$ cat config.mk
export PLATFORM = sky130hd
export DESIGN_NAME = intensity
export DESIGN_NICKNAME = d
export VERILOG_FILES = /design/src/rtl/intensity.sv
export SDC_FILE = /design/constraint.sdc
export NUM_CORES = 1
export LEC_CHECK = 0
export ABC_AREA = 0
export CAP_MARGIN = 20
export CORE_MARGIN = 2
export CORE_UTILIZATION = 44
export DETAILED_ROUTE_END_ITERATION = 8
export HOLD_SLACK_MARGIN = 0.06
export PLACE_DENSITY = 0.91
export SLEW_MARGIN = 10
export SYNTH_ARGS = -nofsm -noshare
export SYNTH_HDL_FRONTEND = slang
export SYNTH_SLANG_ARGS = --single-unit
$ cat constraint.sdc
create_clock -name clk -period 2.7 [get_ports clk]
set_input_delay 0.27 -clock clk [delete_from_list [all_inputs] [get_ports clk]]
set_output_delay 0.27 -clock clk [all_outputs]
set_load 0.02 [all_outputs]
$ cat src/rtl/intensity.sv
// Purpose : converts a 3x3 grid of RGB pixels into a registered grid of 8-bit
//           intensities, I = floor((R + 2G + B) / 4), all nine in parallel.
// Latency : 1 cycle from a qualifying intensity_enable edge to iGrid.
// Backpressure: edgedetect_enable freezes iGrid while the edge detector reads it;
//           there is no busy state, so every qualifying enable loads a fresh result.
// Ports:
//   clk               - single clock, rising edge
//   n_rst             - synchronous active-high reset, clears iGrid
//   pixelData         - 9 x 24-bit RGB pixels, pixel 0 in the top bits, R upper byte
//   intensity_enable  - load request
//   edgedetect_enable - downstream is reading iGrid, hold it stable
//   iGrid             - 9 x 8-bit intensities, I_0 in the top bits
module intensity #(
  parameter int NUM_PIX = 9,
  parameter int PIX_W   = 8
) (
  input  logic                       clk,
  input  logic                       n_rst,
  input  logic [NUM_PIX*3*PIX_W-1:0] pixelData,
  input  logic                       intensity_enable,
  input  logic                       edgedetect_enable,
  output logic [NUM_PIX*PIX_W-1:0]   iGrid
);

  // Two extra bits hold R + 2G + B without overflow.
  localparam int SUM_W = PIX_W + 2;

  typedef struct packed {
    logic [PIX_W-1:0] r;
    logic [PIX_W-1:0] g;
    logic [PIX_W-1:0] b;
  } rgb_t;

  logic [NUM_PIX*PIX_W-1:0] grid_next;
  logic                     load;

  always_comb begin
    rgb_t             pix;
    logic [SUM_W-1:0] sum;
    grid_next = '0;
    pix       = '0;
    sum       = '0;
    for (int k = 0; k < NUM_PIX; k++) begin
      // Pixel 0 sits in the most significant slot of both buses.
      pix = rgb_t'(pixelData[(NUM_PIX-1-k)*3*PIX_W +: 3*PIX_W]);
      sum = SUM_W'(pix.r) + SUM_W'({pix.g, 1'b0}) + SUM_W'(pix.b);
      // Max sum is 4*(2^PIX_W - 1), so the shifted value always fits PIX_W bits.
      grid_next[(NUM_PIX-1-k)*PIX_W +: PIX_W] = PIX_W'(sum >> 2);
    end
  end

  // The edge detector read has priority over a new load.
  assign load = intensity_enable && !edgedetect_enable;

  always_ff @(posedge clk) begin
    if (n_rst) begin
      iGrid <= '0;
    end else if (load) begin
      iGrid <= grid_next;
    end
  end

endmodule

==> summary by stage <==
Worst hold path
The path type of the worst min-delay path is input port to register. The startpoint of the worst hold path is n_rst.

Pwr
The sequential power share is 0.259. The share of power burned in combinational logic is 0.501. For this design the static power due to leakage is 4.15 nW.

The net load switching power is 1.71 mW. The share of total power dissipated in the clock network is 0.239. Of the total power, the share spent switching nets is 0.357. Internal power comes to 3.09 mW. The cell area power density is 468 nW/um2. The maximum VDD drop is 0.296 mV.

CTS
After clock tree synthesis, the clock-pin slew on the worst setup and hold paths is 60 ps. The total number of clock tree sinks is 72. Hold repair after CTS inserted 0 buffers. The tree is rooted in a sky130_fd_sc_hd__clkbuf_16. Counting along the longest clock path gives a buffer depth of 2. The number of clock buffers inserted by TritonCTS is 9.

Post-CTS timing repair inserted 0 buffers for setup. CTS built an H-tree with a depth of 3. The clock tree from TritonCTS is built. The number of gates resized after CTS was 0. The clock latency reported for the late side of the worst-skew pair is 330 ps.

Die
The floorplan has 45 rows. For this configuration, the core starts out at a cell density of 0.447. In this run the horizontal extent of the chip is 128 um. The die covers 16300 um2. The I/O pin count is 292.

The standard cell core area is 15100 um2. The floorplan die height is 128 um.

Setup path
In this run the critical register-to-register path is launched from iGrid[69]. The critical path data required time is 2980 ps. The arrival time reported for the critical path endpoint is 2850 ps. The peak fanout along the critical path is 2.

The setup path with the least slack is of type input port to register. The nature of the critical path endpoint is a register. The worst setup path is launched from an input port. The start point of the critical path is pixelData[193].

Logic synthesis
The area of the mapped netlist is 6750 um2. The sequential fraction of the synthesis area is 0.214. The synthesized design contains 0 enable-type register cells. The total of flip-flops plus latches after synthesis is 72. In the post-synthesis netlist, the biggest area contributors are sky130_fd_sc_hd__dfxtp_1, sky130_fd_sc_hd__fa_1, sky130_fd_sc_hd__ha_1. Averaged over all synthesized cells, the footprint is 9.10 um2. In the synthesized netlist the async set-or-reset flop fraction comes to 0. For this run, the number of Yosys warnings is 0. The synthesized instance count is 742. When the netlist entered floorplanning its net count stood at 1097. Counting distinct cell types in the post-synthesis netlist gives 50. The predominant post-synthesis flop cell is sky130_fd_sc_hd__dfxtp_1. The cell taking the most area after synthesis is sky130_fd_sc_hd__dfxtp_1. The share of the synthesized area in the top cell type is 0.214.

Placement
The final HPWL from detailed placement is 16200 um. Timing analysis after detailed placement gives a worst setup slack of -185 ps. The number of buffers added on ports is 291.

The global placer's final weighted congestion is 0.864. The placed instance count is 1215.

Global routing
The combined global-route utilization of all metal layers is 0.249. The via count of the first global-routing pass is 7081. The number of antenna violations at the first check in global routing is 0.

Entering global routing, the biggest net connects 81 pins. The first-pass GRT wire length is 32900 um. The remaining global-route overflow is 0.

Timing
The minimum period implied by the final worst setup slack is 2570 ps. The final max-slew violation count is 0. The setup-violating endpoint count in the final report is 0. For the pin with the worst max-slew slack, the measured transition is 547 ps. The final clock period utilization by the worst path is 0.952. Setup repair after global routing left no endpoint under its margin. Clock skew on the completed layout was measured at 0 ps. In the post-route analysis, the smallest setup slack over all paths is 130 ps. The maximum clock rate is 0.389 GHz.

Measured against its own limit, the worst slew margin works out to 0.635. The hold violation total from the final report was 0.

Layout
The number of flip-flops in the largest register is 72. The fraction of final layout cells with drive strength greater than 1 is 0.0460. The leading cell type in the layout, fill and taps excluded is sky130_fd_sc_hd__clkdlybuf4s50_1.

The layout-stage area growth over the synthesis result is 52.0%. The final-stage net count is 1393. The largest registers in the layout are iGrid x72. In the layout the commonest cells are sky130_fd_sc_hd__clkdlybuf4s50_1, sky130_fd_sc_hd__nand2_1, sky130_fd_sc_hd__a21oi_1, sky130_fd_sc_hd__fa_1, sky130_fd_sc_hd__dfxtp_1. The final cell count without fillers is 1231. The register with the most flip-flops is iGrid. The repair_antennas step left the layout with diodes totalling 0.

Detailed routing
Dividing the detail-routed wire length by the instance count gives 16.4 um. Wires add up to 20100 um. The number of DRC violations after detailed-routing iteration 0 is 436.

The detail-routed via count per cell is 5.59. The detail route stage leaves a number of antenna-violating nets equal to 0. The first-pass iteration count of the detailed router is 7. The residual DRC count is 0.

Across all layers, the routed design uses 6886 vias.

Outcome
The flow ran to the end, and the final reports show no timing, DRC or antenna violations.

Job
Across the run, the number of max-cap violations was 0.
[path summary, 6_finish.rpt]
path / end / slack [ps] / cells after the start
min: iGrid[58] / 440 / 2
max: iGrid[69] / 130 / 10
max reg2reg: iGrid[69] / 1850 / 3
min reg2reg: iGrid[40] / 450 / 2
[worst max-delay path: stages]
cell and delay [ps]:
sky130_fd_sc_hd__clkdlybuf4s50_1 450, sky130_fd_sc_hd__inv_1 50, sky130_fd_sc_hd__fa_1 520, sky130_fd_sc_hd__and3b_1 210, sky130_fd_sc_hd__fa_1 390, sky130_fd_sc_hd__a21o_1 180
sky130_fd_sc_hd__a211oi_1 330, sky130_fd_sc_hd__nor2_1 120, sky130_fd_sc_hd__nor3_1 210, sky130_fd_sc_hd__a211o_1 120
[synth_stat cells, types with 7 or more instances]
library cell,count
sky130_fd_sc_hd__nand4b_1,7
sky130_fd_sc_hd__nand3_1,19
sky130_fd_sc_hd__a211oi_1,14
sky130_fd_sc_hd__and3_1,10
sky130_fd_sc_hd__buf_2,20
sky130_fd_sc_hd__dfxtp_1,72
sky130_fd_sc_hd__clkbuf_1,7
sky130_fd_sc_hd__nor4b_1,12
sky130_fd_sc_hd__a21oi_1,76
sky130_fd_sc_hd__mux2i_1,8
sky130_fd_sc_hd__nand2_1,90
sky130_fd_sc_hd__xnor2_1,25
sky130_fd_sc_hd__a31oi_1,21
sky130_fd_sc_hd__o211ai_1,19
sky130_fd_sc_hd__nor2_1,24
sky130_fd_sc_hd__ha_1,63
sky130_fd_sc_hd__fa_1,72
sky130_fd_sc_hd__inv_1,41
sky130_fd_sc_hd__o21ai_0,29
sky130_fd_sc_hd__nor3_1,24
sky130_fd_sc_hd__a32oi_1,8
sky130_fd_sc_hd__a21o_1,12
sky130_fd_sc_hd__and3b_1,7
[cells by family (layout without fill, tap and decap cells)]
family / after synthesis / in the layout / synth area share
compound gates: 200 / 200 / 0.184
xor+xnor: 27 / 27 / 0.0350
fa+ha+maj: 135 / 135 / 0.330
buf+inv: 76 / 377 / 0.0493
flops: 72 / 72 / 0.214
mux: 8 / 8 / 0.0119
simple gates: 224 / 224 / 0.176
[through the flow]
step	hold slack [ps]	total power, mW	instance area (um2)	TNS (ps)	util
global route	450	5.14	10300	0	0.680
CTS	411	4.82	10300	0	0.680
finish	436	4.80	10300	0	0.680
floorplan	529	2.67	6750	0	-
global placement	437	3.57	9970	-628	0.661
detailed placement	445	3.65	9970	-1330	0.661
[routing by layer]
layer / up-vias / GRT usage / routed length [um]
li1: 3292 / - / -
met1: 3277 / 0.273 / 7580
met2: 266 / 0.459 / 10400
met3: 51 / 0.0584 / 1420
met4: 0 / 0.108 / 696
met5: - / 0 / 0
[area by class of cell]
class	count	area, um2
well taps	188	235
inverters	42	158
multi-input cells	594	4980
clock inverters	3	15.0
fillers	1156	4830
repair buffers	319	3160
flip-flops and latches	72	1440
clock buffers	13	270
[power groups by stage]
stage	registers [mW]	clock network (mW)	logic (mW)
after floorplan	1.40	0	1.26
after global placement	1.26	0	2.31
after detailed placement	1.27	0	2.39
after CTS	1.24	1.17	2.40
after global routing	1.26	1.22	2.66
final	1.24	1.15	2.41
Power figures use the tool's default switching activity.
